==> src/rtl/pwm_reg_bank.sv <==
// SPI-driven register bank for a PWM block: period, prescaler, per-channel duty,
// enable and a sticky error flag, accessed by a byte-oriented read/write protocol.
module pwm_reg_bank #(
    parameter int NUM_CH      = 3,
    parameter int REG_BYTES   = 4,
    parameter int TIMEOUT_CYC = 1024
) (
    input  logic                            i_Clk,
    input  logic                            i_Rst_L,
    // Handshake: o_RX_DV is a one-cycle strobe qualifying o_RX_Byte; there is no
    // back-pressure, every strobe is consumed. i_TX_DV is a one-cycle strobe that
    // loads i_TX_Byte into the SPI slave; i_TX_Byte holds between strobes.
    input  logic                            o_RX_DV,
    input  logic [7:0]                      o_RX_Byte,
    output logic                            i_TX_DV,
    output logic [7:0]                      i_TX_Byte,
    output logic [8*REG_BYTES-1:0]          counter_value,
    output logic [8*REG_BYTES-1:0]          prescaler,
    output logic [NUM_CH*8*REG_BYTES-1:0]   duty_cycle,
    output logic                            enable_pwm,
    output logic                            err_flag,
    output logic [1:0]                      dbg_state_o
);

    localparam int W   = 8 * REG_BYTES;
    localparam int CW  = ($clog2(REG_BYTES + 1) > 1) ? $clog2(REG_BYTES + 1) : 1;
    localparam int TW  = $clog2(TIMEOUT_CYC + 1);

    localparam logic [6:0] ADDR_STATUS  = 7'h00;
    localparam logic [6:0] ADDR_COUNTER = 7'h01;
    localparam logic [6:0] ADDR_PRESC   = 7'h02;
    localparam logic [6:0] ADDR_DISABLE = 7'h7E;
    localparam logic [6:0] ADDR_ENABLE  = 7'h7F;

    typedef enum logic [1:0] {
        IDLE    = 2'd0,
        WR_DATA = 2'd1,
        RD_DATA = 2'd2
    } state_t;

    state_t              state_q, state_d;
    logic [CW-1:0]       cnt_q, cnt_d;
    logic [CW-1:0]       rd_len_q, rd_len_d;
    logic [TW-1:0]       tmo_q, tmo_d;
    logic [6:0]          addr_q, addr_d;
    logic [W-1:0]        shadow_q, shadow_d;
    logic [W-1:0]        rd_data_q, rd_data_d;
    logic [W-1:0]        counter_q, counter_d;
    logic [W-1:0]        presc_q, presc_d;
    logic [NUM_CH*W-1:0] duty_q, duty_d;
    logic                en_q, en_d;
    logic                err_q, err_d;
    logic                tx_dv_q, tx_dv_d;
    logic [7:0]          tx_byte_q, tx_byte_d;

    logic                cmd_rd;
    logic [6:0]          cmd_addr;
    logic                cmd_is_duty;
    logic                cmd_is_data;
    logic [W-1:0]        rd_val;
    logic [W-1:0]        wr_val;
    logic [7:0]          tx_next;
    logic                err_set;
    logic                err_clr;
    logic                tmo_hit;

    assign cmd_rd      = o_RX_Byte[7];
    assign cmd_addr    = o_RX_Byte[6:0];
    assign cmd_is_duty = (cmd_addr[6:4] == 3'b001) && (int'(cmd_addr[3:0]) < NUM_CH);
    assign cmd_is_data = (cmd_addr == ADDR_COUNTER) || (cmd_addr == ADDR_PRESC) || cmd_is_duty;
    assign tmo_hit     = (tmo_q == TW'(TIMEOUT_CYC - 1));

    // Value snapshotted when a read command is accepted.
    always_comb begin
        rd_val = '0;
        if (cmd_addr == ADDR_STATUS) begin
            rd_val = W'({6'b0, err_q, en_q});
        end else if (cmd_addr == ADDR_COUNTER) begin
            rd_val = counter_q;
        end else if (cmd_addr == ADDR_PRESC) begin
            rd_val = presc_q;
        end else begin
            for (int k = 0; k < NUM_CH; k++) begin
                if (cmd_addr[3:0] == 4'(k)) begin
                    rd_val = duty_q[k*W +: W];
                end
            end
        end
    end

    // Shadow with the incoming byte merged at the current byte position.
    always_comb begin
        wr_val = shadow_q;
        for (int b = 0; b < REG_BYTES; b++) begin
            if (cnt_q == CW'(b)) begin
                wr_val[b*8 +: 8] = o_RX_Byte;
            end
        end
    end

    always_comb begin
        tx_next = '0;
        for (int b = 0; b < REG_BYTES; b++) begin
            if (cnt_q == CW'(b)) begin
                tx_next = rd_data_q[b*8 +: 8];
            end
        end
    end

    always_comb begin
        state_d   = state_q;
        cnt_d     = cnt_q;
        rd_len_d  = rd_len_q;
        tmo_d     = tmo_q;
        addr_d    = addr_q;
        shadow_d  = shadow_q;
        rd_data_d = rd_data_q;
        counter_d = counter_q;
        presc_d   = presc_q;
        duty_d    = duty_q;
        en_d      = en_q;
        tx_dv_d   = 1'b0;
        tx_byte_d = tx_byte_q;
        err_set   = 1'b0;
        err_clr   = 1'b0;

        case (state_q)
            IDLE: begin
                tmo_d = '0;
                if (o_RX_DV) begin
                    if (!cmd_rd && cmd_addr == ADDR_ENABLE) begin
                        en_d = 1'b1;
                    end else if (!cmd_rd && cmd_addr == ADDR_DISABLE) begin
                        en_d = 1'b0;
                    end else if (!cmd_rd && cmd_is_data) begin
                        addr_d   = cmd_addr;
                        cnt_d    = '0;
                        shadow_d = '0;
                        state_d  = WR_DATA;
                    end else if (cmd_rd && (cmd_is_data || cmd_addr == ADDR_STATUS)) begin
                        addr_d    = cmd_addr;
                        rd_data_d = rd_val;
                        rd_len_d  = (cmd_addr == ADDR_STATUS) ? CW'(1) : CW'(REG_BYTES);
                        tx_byte_d = rd_val[7:0];
                        tx_dv_d   = 1'b1;
                        cnt_d     = CW'(1);
                        state_d   = RD_DATA;
                    end else begin
                        err_set = 1'b1;
                    end
                end
            end

            WR_DATA: begin
                if (o_RX_DV) begin
                    tmo_d = '0;
                    if (cnt_q == CW'(REG_BYTES - 1)) begin
                        // Full word lands in one edge so outputs never show a partial value.
                        if (addr_q == ADDR_COUNTER) begin
                            counter_d = wr_val;
                        end else if (addr_q == ADDR_PRESC) begin
                            presc_d = wr_val;
                        end else begin
                            for (int k = 0; k < NUM_CH; k++) begin
                                if (addr_q[3:0] == 4'(k)) begin
                                    duty_d[k*W +: W] = wr_val;
                                end
                            end
                        end
                        state_d = IDLE;
                    end else begin
                        shadow_d = wr_val;
                        cnt_d    = cnt_q + CW'(1);
                    end
                end else if (tmo_hit) begin
                    shadow_d = '0;
                    tmo_d    = '0;
                    err_set  = 1'b1;
                    state_d  = IDLE;
                end else begin
                    tmo_d = tmo_q + TW'(1);
                end
            end

            RD_DATA: begin
                // A status byte just handed to the slave clears the sticky error.
                if (tx_dv_q && addr_q == ADDR_STATUS) begin
                    err_clr = 1'b1;
                end
                if (o_RX_DV) begin
                    tmo_d = '0;
                    if (cnt_q == rd_len_q) begin
                        state_d = IDLE;
                    end else begin
                        tx_byte_d = tx_next;
                        tx_dv_d   = 1'b1;
                        cnt_d     = cnt_q + CW'(1);
                    end
                end else if (tmo_hit) begin
                    tmo_d   = '0;
                    err_set = 1'b1;
                    state_d = IDLE;
                end else begin
                    tmo_d = tmo_q + TW'(1);
                end
            end

            default: begin
                state_d = IDLE;
            end
        endcase

        err_d = err_set ? 1'b1 : (err_clr ? 1'b0 : err_q);
    end

    always_ff @(posedge i_Clk or negedge i_Rst_L) begin
        if (!i_Rst_L) begin
            state_q   <= IDLE;
            cnt_q     <= '0;
            rd_len_q  <= '0;
            tmo_q     <= '0;
            addr_q    <= '0;
            shadow_q  <= '0;
            rd_data_q <= '0;
            counter_q <= '0;
            presc_q   <= '0;
            duty_q    <= '0;
            en_q      <= 1'b0;
            err_q     <= 1'b0;
            tx_dv_q   <= 1'b0;
            tx_byte_q <= '0;
        end else begin
            state_q   <= state_d;
            cnt_q     <= cnt_d;
            rd_len_q  <= rd_len_d;
            tmo_q     <= tmo_d;
            addr_q    <= addr_d;
            shadow_q  <= shadow_d;
            rd_data_q <= rd_data_d;
            counter_q <= counter_d;
            presc_q   <= presc_d;
            duty_q    <= duty_d;
            en_q      <= en_d;
            err_q     <= err_d;
            tx_dv_q   <= tx_dv_d;
            tx_byte_q <= tx_byte_d;
        end
    end

    assign i_TX_DV       = tx_dv_q;
    assign i_TX_Byte     = tx_byte_q;
    assign counter_value = counter_q;
    assign prescaler     = presc_q;
    assign duty_cycle    = duty_q;
    assign enable_pwm    = en_q;
    assign err_flag      = err_q;
    assign dbg_state_o   = state_q;

endmodule

==> config.mk <==
export PLATFORM = sky130hd
export DESIGN_NAME = pwm_reg_bank
export DESIGN_NICKNAME = d
export VERILOG_FILES = /design/src/rtl/pwm_reg_bank.sv
export SDC_FILE = /design/constraint.sdc
export NUM_CORES = 1
export LEC_CHECK = 0
export CAP_MARGIN = 10
export CORE_MARGIN = 3
export CORE_UTILIZATION = 50
export DETAILED_ROUTE_END_ITERATION = 16
export GPL_TIMING_DRIVEN = 1
export PLACE_DENSITY = 0.81
export SETUP_SLACK_MARGIN = 0.05
export SLEW_MARGIN = 10
export SYNTH_ARGS = -nofsm -noshare
export SYNTH_HDL_FRONTEND = slang
export SYNTH_SLANG_ARGS = --single-unit
==> constraint.sdc <==
create_clock -name i_Clk -period 2.7 [get_ports i_Clk]
set_clock_uncertainty 0.2 [all_clocks]
set_input_delay 0.81 -clock i_Clk [delete_from_list [all_inputs] [get_ports i_Clk]]
set_output_delay 0.81 -clock i_Clk [all_outputs]
set_load 0.02 [all_outputs]
==> flow_metrics.tcl, run 1 <==
set metrics [dict create \
    min_path_type "input port to async pin" \
    ys_warn_count 0 \
    async_flop_share_pct 100 \
    slew_violations 0 \
    post-route-period-util_pct 96.9 \
    regToRegStartpoint "cnt_q[0]" \
    dp_hpwl_mm 27.8 \
    power_leakage_nw 7.46 \
    fillCellCount 1803 \
    regArea_um2 6510 \
    max_stage_delay_ns 0.64 \
    insertion_delay_ns 0.53 \
    timing.max_cap.violations 0 \
    grt_overflow 0 \
    slew_headroom_pct 49.4 \
    port_buffers 183 \
    wl_mm 39.6 \
    crit_family "buffers and inverters" \
    vias_per_cell 6.05 \
    place_inst 1749 \
    synth_cell_types 64 \
    start_kind "flop" \
    endpoint_kind "primary output" \
    die_h_um 162 \
    crit_buf_inv 1 \
    yosysSeqAreaShare_pct 53.7 \
    finalNonFillerCells 1799 \
    setup_slack_ns 0.0839 \
    die_area_um2 26100 \
    diodes 0 \
    worstSetupStartpoint "counter_value[0]" \
    ys_ff_latch 260 \
    num-nets-final 1483 \
    drt_iter0_markers 1107 \
    drc 0 \
    required_ns 1.69 \
    boundaryPins 184 \
    pre_cts_ws_ns -0.673 \
    gp_congestion 0.952 \
    path_max_fanout 3 \
    rsz0062_at_grt "true" \
    area_growth_pct 34.3 \
    syn_area_um2 12100 \
    initial_core_util_pct 51.2 \
    clockBufferDepth 3 \
    antenna_found_initial 3 \
    status "finished, final reports clean" \
    antenna_left 0 \
    numClockSinks 260 \
    crit_type "flop to primary output" \
    synthCells 1198 \
    grtUsageTotal_pct 29.8 \
    worst_pin_slew_ns 0.755 \
    fp.dieW_um 162 \
    multi_input_area_um2 5260 \
    crit_cells 1 \
    row_count 56 \
    cts_tree "built" \
    root_buffer "clkbuf_16" \
    layout-drive-gt1-share_pct 15.9 \
    synth_nets 1219 \
    crit_slowest_cell "clkdlybuf4s50_1" \
    wire_per_inst_um 22.0 \
    numCtsBuffers 26 \
    cp_cell_sequence "clkdlybuf4s50_1" \
    synth_flop_cell "dfrtp_1" \
    fin_crit_ns 2.62 \
    grt_max_degree 73 \
    core-area_um2 23700 \
    crit_arrival_ns 1.61 \
    grt_pass1_vias 10870 \
    avgSynthCellArea_um2 10.1 \
    grt_pass1_wl_mm 61.8 \
    vdd_drop_max_mv 0.705 \
    drtPass1Iterations 5 \
    synth-edff-count 0 \
    vias 10885 \
    htree_levels 1 \
    fmax_mhz 382 \
    p_per_area_nw_per_um2 917 \
    clkSlewWorstSetupHoldPaths_ns 0.07 \
    setup_viol 0 \
    rr_worst_depth 9 \
    finalHoldViolCount 0 \
]
==> cell families (layout without fill, tap and decap cells) <==
family / Yosys count / in the layout / share of synthesized area (%)
AOI/OAI and AO/OA: 367 / 367 / 20.4
muxes: 79 / 79 / 6.58
adders and majority gates: 10 / 10 / 1.03
xor gates and xnor gates: 9 / 9 / 0.650
DFF: 260 / 260 / 53.7
and+or+nand+nor: 364 / 364 / 13.8
buffers and inverters: 109 / 391 / 3.86
==> registers in the layout (all words and copies together), names as in the netlist <==
name           flops
duty_cycle        96
counter_value     32
prescaler         32
rd_data_q         32
shadow_q          32
tmo_q             11
i_TX_Byte          8
addr_q             7
cnt_q              3
dbg_state_o        2
rd_len_q           2
enable_pwm         1
err_flag           1
i_TX_DV            1
==> placed cells by master, fill, tap and decap left out, types with 4 or more instances in the layout <==
| cell | instances |
|---|---|
| clkbuf_1 | 10 |
| ha_1 | 10 |
| o2bb2ai_1 | 4 |
| mux2_2 | 5 |
| nand3_1 | 14 |
| nand2b_1 | 10 |
| a211o_1 | 4 |
| buf_4 | 123 |
| o31ai_1 | 10 |
| nor2b_1 | 11 |
| o311ai_0 | 10 |
| o22ai_1 | 25 |
| and2_1 | 9 |
| inv_1 | 17 |
| nor2_1 | 138 |
| a22oi_1 | 4 |
| dfrtp_1 | 258 |
| clkbuf_8 | 4 |
| a21o_1 | 6 |
| o21ai_0 | 84 |
| xor2_1 | 6 |
| clkdlybuf4s50_1 | 169 |
| nor3_1 | 12 |
| mux2i_1 | 74 |
| a221oi_1 | 9 |
| clkbuf_16 | 29 |
| a31oi_1 | 4 |
| buf_12 | 16 |
| nand2_1 | 101 |
| a221o_1 | 30 |
| o221ai_1 | 4 |
| o2bb2ai_2 | 21 |
| or3_1 | 7 |
| a21oi_1 | 127 |
| dlymetal6s2s_1 | 8 |
| nand4_1 | 6 |
| and3_1 | 26 |
==> report_power, final <==
group	switching [mW]	total [mW]	internal, mW
clock network	1.48	3.71	2.23
registers	0.802	5.50	4.70
logic	3.16	5.72	2.55
total	5.44	14.9	9.48
==> layout make-up <==
| class | instances | area share, % |
|---|---|---|
| clock buffer | 41 | 4.72 |
| timing repair buffer | 327 | 19.5 |
| inverter | 18 | 0.415 |
| tap | 319 | 2.45 |
| clock inverter | 5 | 0.638 |
| sequential | 260 | 40.0 |
| multi-input combinational | 829 | 32.3 |
==> Yosys cell counts (all sizes together), types with 6 or more instances <==
library cell / number / area share (%)
dfrtp: 260 / 54
nor2: 140 / 4.3
a21oi: 127 / 5.2
nand2: 101 / 3.1
o21ai: 87 / 3.6
mux2i: 74 / 6.1
clkbuf: 72 / 2.2
a221o: 30 / 2.5
and3: 26 / 1.3
o22ai: 25 / 1.3
o2bb2ai: 25 / 2.8
buf: 19 / 1.1
inv: 17 / 0.53
nand3: 16 / 0.66
nor2b: 13 / 0.67
nor3: 13 / 0.54
o311ai: 11 / 0.79
o31ai: 11 / 0.68
ha: 10 / 1.0
nand2b: 10 / 0.52
a221oi: 9 / 0.65
and2: 9 / 0.46
or3: 8 / 0.41
a21o: 6 / 0.37
nand4: 6 / 0.31
xor2: 6 / 0.43
==> per-stage QoR <==
step | cell area [µm²] | utilization (%) | hold WS, ns | power [mW] | TNS (ns)
3_3_place_gp | 15300 | 64.4 | 0.268 | 10.9 | -68.79
6_report | 16300 | 68.7 | 0.0505 | 14.9 | 0
5_1_grt | 16300 | 68.7 | 0.0810 | 15.6 | 0
3_5_place_dp | 15300 | 64.4 | 0.273 | 11.1 | -76.31
4_1_cts | 16200 | 68.2 | 0.0891 | 14.8 | 0
2_1_floorplan | 12200 | - | 0.247 | 8.32 | -8.41
==> path summary, 6_finish.rpt <==
kind / slack, ns / end
hold / removal: 0.05 / duty_cycle[31]
hold reg to reg: 0.29 / i_TX_Byte[3]
setup / recovery: 0.08 / counter_value[0]
max in group asynchronous: 1.52 / duty_cycle[11]
setup reg to reg: 0.09 / i_TX_Byte[5]
min in group i_Clk: 0.29 / i_TX_Byte[3]
==> what timing repair did <==
| item | 4_1_cts | 5_1_grt |
|---|---|---|
| pin swaps | 2 | 2 |
| cloned | 0 | 3 |
| setup buffers | 0 | 1 |
| gates resized for setup | 12 | 18 |
| hold buffers | 0 | 0 |
| endpoints found under the setup margin | 71 | 160 |
==> layer usage <==
layer  GRT usage (%)  wire, µm  vias to the layer above
met4            9.19      1230                        4
met3            5.23      3270                       90
met2            48.2     18400                      579
met1            41.6     16700                     5366
met5               0        27                        -
li1                -         -                     4846
Power figures use the tool's default switching activity.
==> inputs of run 2 (changes only) <==
GPL_ROUTABILITY_DRIVEN = 0   (was default)
==> run 2 against run 1 <==
  * Sequential power is essentially flat
  * Fmax down 1.5%
  * Power down 0.14%
  * Worst hold slack better by 0.24 ns
  * Highest routed layer unchanged
==> flow_metrics.tcl, run 2 (same netlist as run 1, synthesis figures left out) <==
set metrics [dict create \
    grt_pass1_vias 10735 \
    cts_tree "built" \
    slew_headroom_pct 52.8 \
    p_per_area_nw_per_um2 914 \
    setup_viol 0 \
    port_buffers 183 \
    insertion_delay_ns 0.54 \
    power_mw 14.9 \
    placed_area_um2 15200 \
    fin_crit_ns 2.66 \
    min_path_type "flop to flop" \
    die_h_um 162 \
    clockBufferDepth 3 \
    fmax_mhz 376 \
    grt_max_degree 65 \
    stdcell_area_um2 16300 \
    dp_hpwl_mm 27.0 \
    timing.max_cap.violations 0 \
    htree_levels 1 \
    power_leakage_nw 7.51 \
    clkSlewWorstSetupHoldPaths_ns 0.06 \
    drt_iter0_markers 1311 \
    initial_core_util_pct 51.2 \
    worst_pin_slew_ns 0.688 \
    row_count 56 \
    r2r_slack_ns 0.14 \
    layout-drive-gt1-share_pct 16.2 \
    wire_per_inst_um 22.1 \
    drc 0 \
    fp.dieW_um 162 \
    path_max_fanout 6 \
    crit_type "input port to flop" \
    area_growth_pct 34.6 \
    die_area_um2 26100 \
    finalHoldViolCount 0 \
    numCtsBuffers 27 \
    antenna_left 0 \
    vias_per_cell 6.17 \
    start_kind "input port" \
    vdd_drop_max_mv 0.600 \
    post-route-period-util_pct 98.4 \
    grt_overflow 0 \
    core-area_um2 23700 \
    setup_slack_ns 0.0428 \
    final_common_cell "dfrtp_1" \
    endpoint_kind "flop" \
    largest_register_ff_count 96 \
    grt_pass1_wl_mm 61.1 \
    antenna_found_initial 4 \
    slew_violations 0 \
    crit_arrival_ns 2.92 \
    boundaryPins 184 \
    status "finished, final reports clean" \
    hold_depth 1 \
    pre_cts_ws_ns -0.653 \
    wl_mm 39.7 \
    vias 11075 \
    final_cell_mix "dfrtp_1, clkdlybuf4s50_1, nor2_1" \
    num-nets-final 1476 \
    drtPass1Iterations 6 \
    grtUsageTotal_pct 29.1 \
    numClockSinks 260 \
    rr_worst_depth 11 \
    root_buffer "clkbuf_16" \
    required_ns 2.96 \
]
==> run 2: area by class of cell <==
type | instances | area (µm²)
repair buffers | 319 | 3170
well taps | 319 | 399
flip-flops and latches | 260 | 6510
multi-input cells | 829 | 5290
fillers | 1699 | 7370
clock buffers | 39 | 781
clock inverters | 9 | 83.8
diodes | 3 | 7.51
inverters | 18 | 67.6
==> run 2: repair_timing <==
| action | in CTS | in global routing |
|---|---|---|
| cloned | 0 | 3 |
| hold buffers | 1 | 0 |
| hold endpoints to repair | 43 | 0 |
| setup buffers | 1 | 4 |
| pin swaps | 3 | 2 |
| gates resized for setup | 20 | 28 |
| setup endpoints to repair | 158 | 148 |
==> run 2: critical path: stages <==
cell,delay [ns]
clkdlybuf4s50_1,0.54
or4_4,0.60
o21ai_1,0.16
or3b_4,0.48
clkbuf_16,0.20
o2bb2ai_2,0.13
==> run 2: worst paths after layout <==
path	startpoint	endpoint
hold reg to reg	shadow_q[26]	shadow_q[26]
max in group asynchronous	i_Rst_L	prescaler[19]
hold / removal	shadow_q[26]	shadow_q[26]
setup / recovery	o_RX_Byte[7]	shadow_q[11]
min in group asynchronous	i_Rst_L	duty_cycle[61]
setup reg to reg	cnt_q[0]	duty_cycle[24]
==> run 2: routing by layer <==
metal | vias up | global-route usage, % | share of wire, %
met5 | - | 0 | 0.033
met4 | 2 | 11.7 | 4.6
met1 | 5398 | 40.6 | 40
li1 | 4852 | - | -
met2 | 686 | 45.3 | 46
met3 | 137 | 5.71 | 9.6
==> run 2: per-stage QoR <==
| stage | utilization [%] | setup TNS [ns] | hold WS, ns | std cells |
|---|---|---|---|---|
| 6_report | 68.9 | 0 | 0.286 | 1796 |
| 5_1_grt | 68.9 | -0.00135 | 0.303 | 1795 |
| 4_1_cts | 68.0 | 0 | 0.289 | 1786 |
| 3_5_place_dp | 64.0 | -70.47 | 0.270 | 1736 |
| 3_3_place_gp | 64.0 | -66.06 | 0.266 | 1736 |
| 2_1_floorplan | - | -8.41 | 0.247 | 1198 |
==> run 2: where the power goes <==
| group | switching [mW] | internal, mW | total, mW |
|---|---|---|---|
| clock | 1.54 | 2.10 | 3.65 |
| combinational | 3.19 | 2.56 | 5.75 |
| sequential | 0.804 | 4.70 | 5.50 |
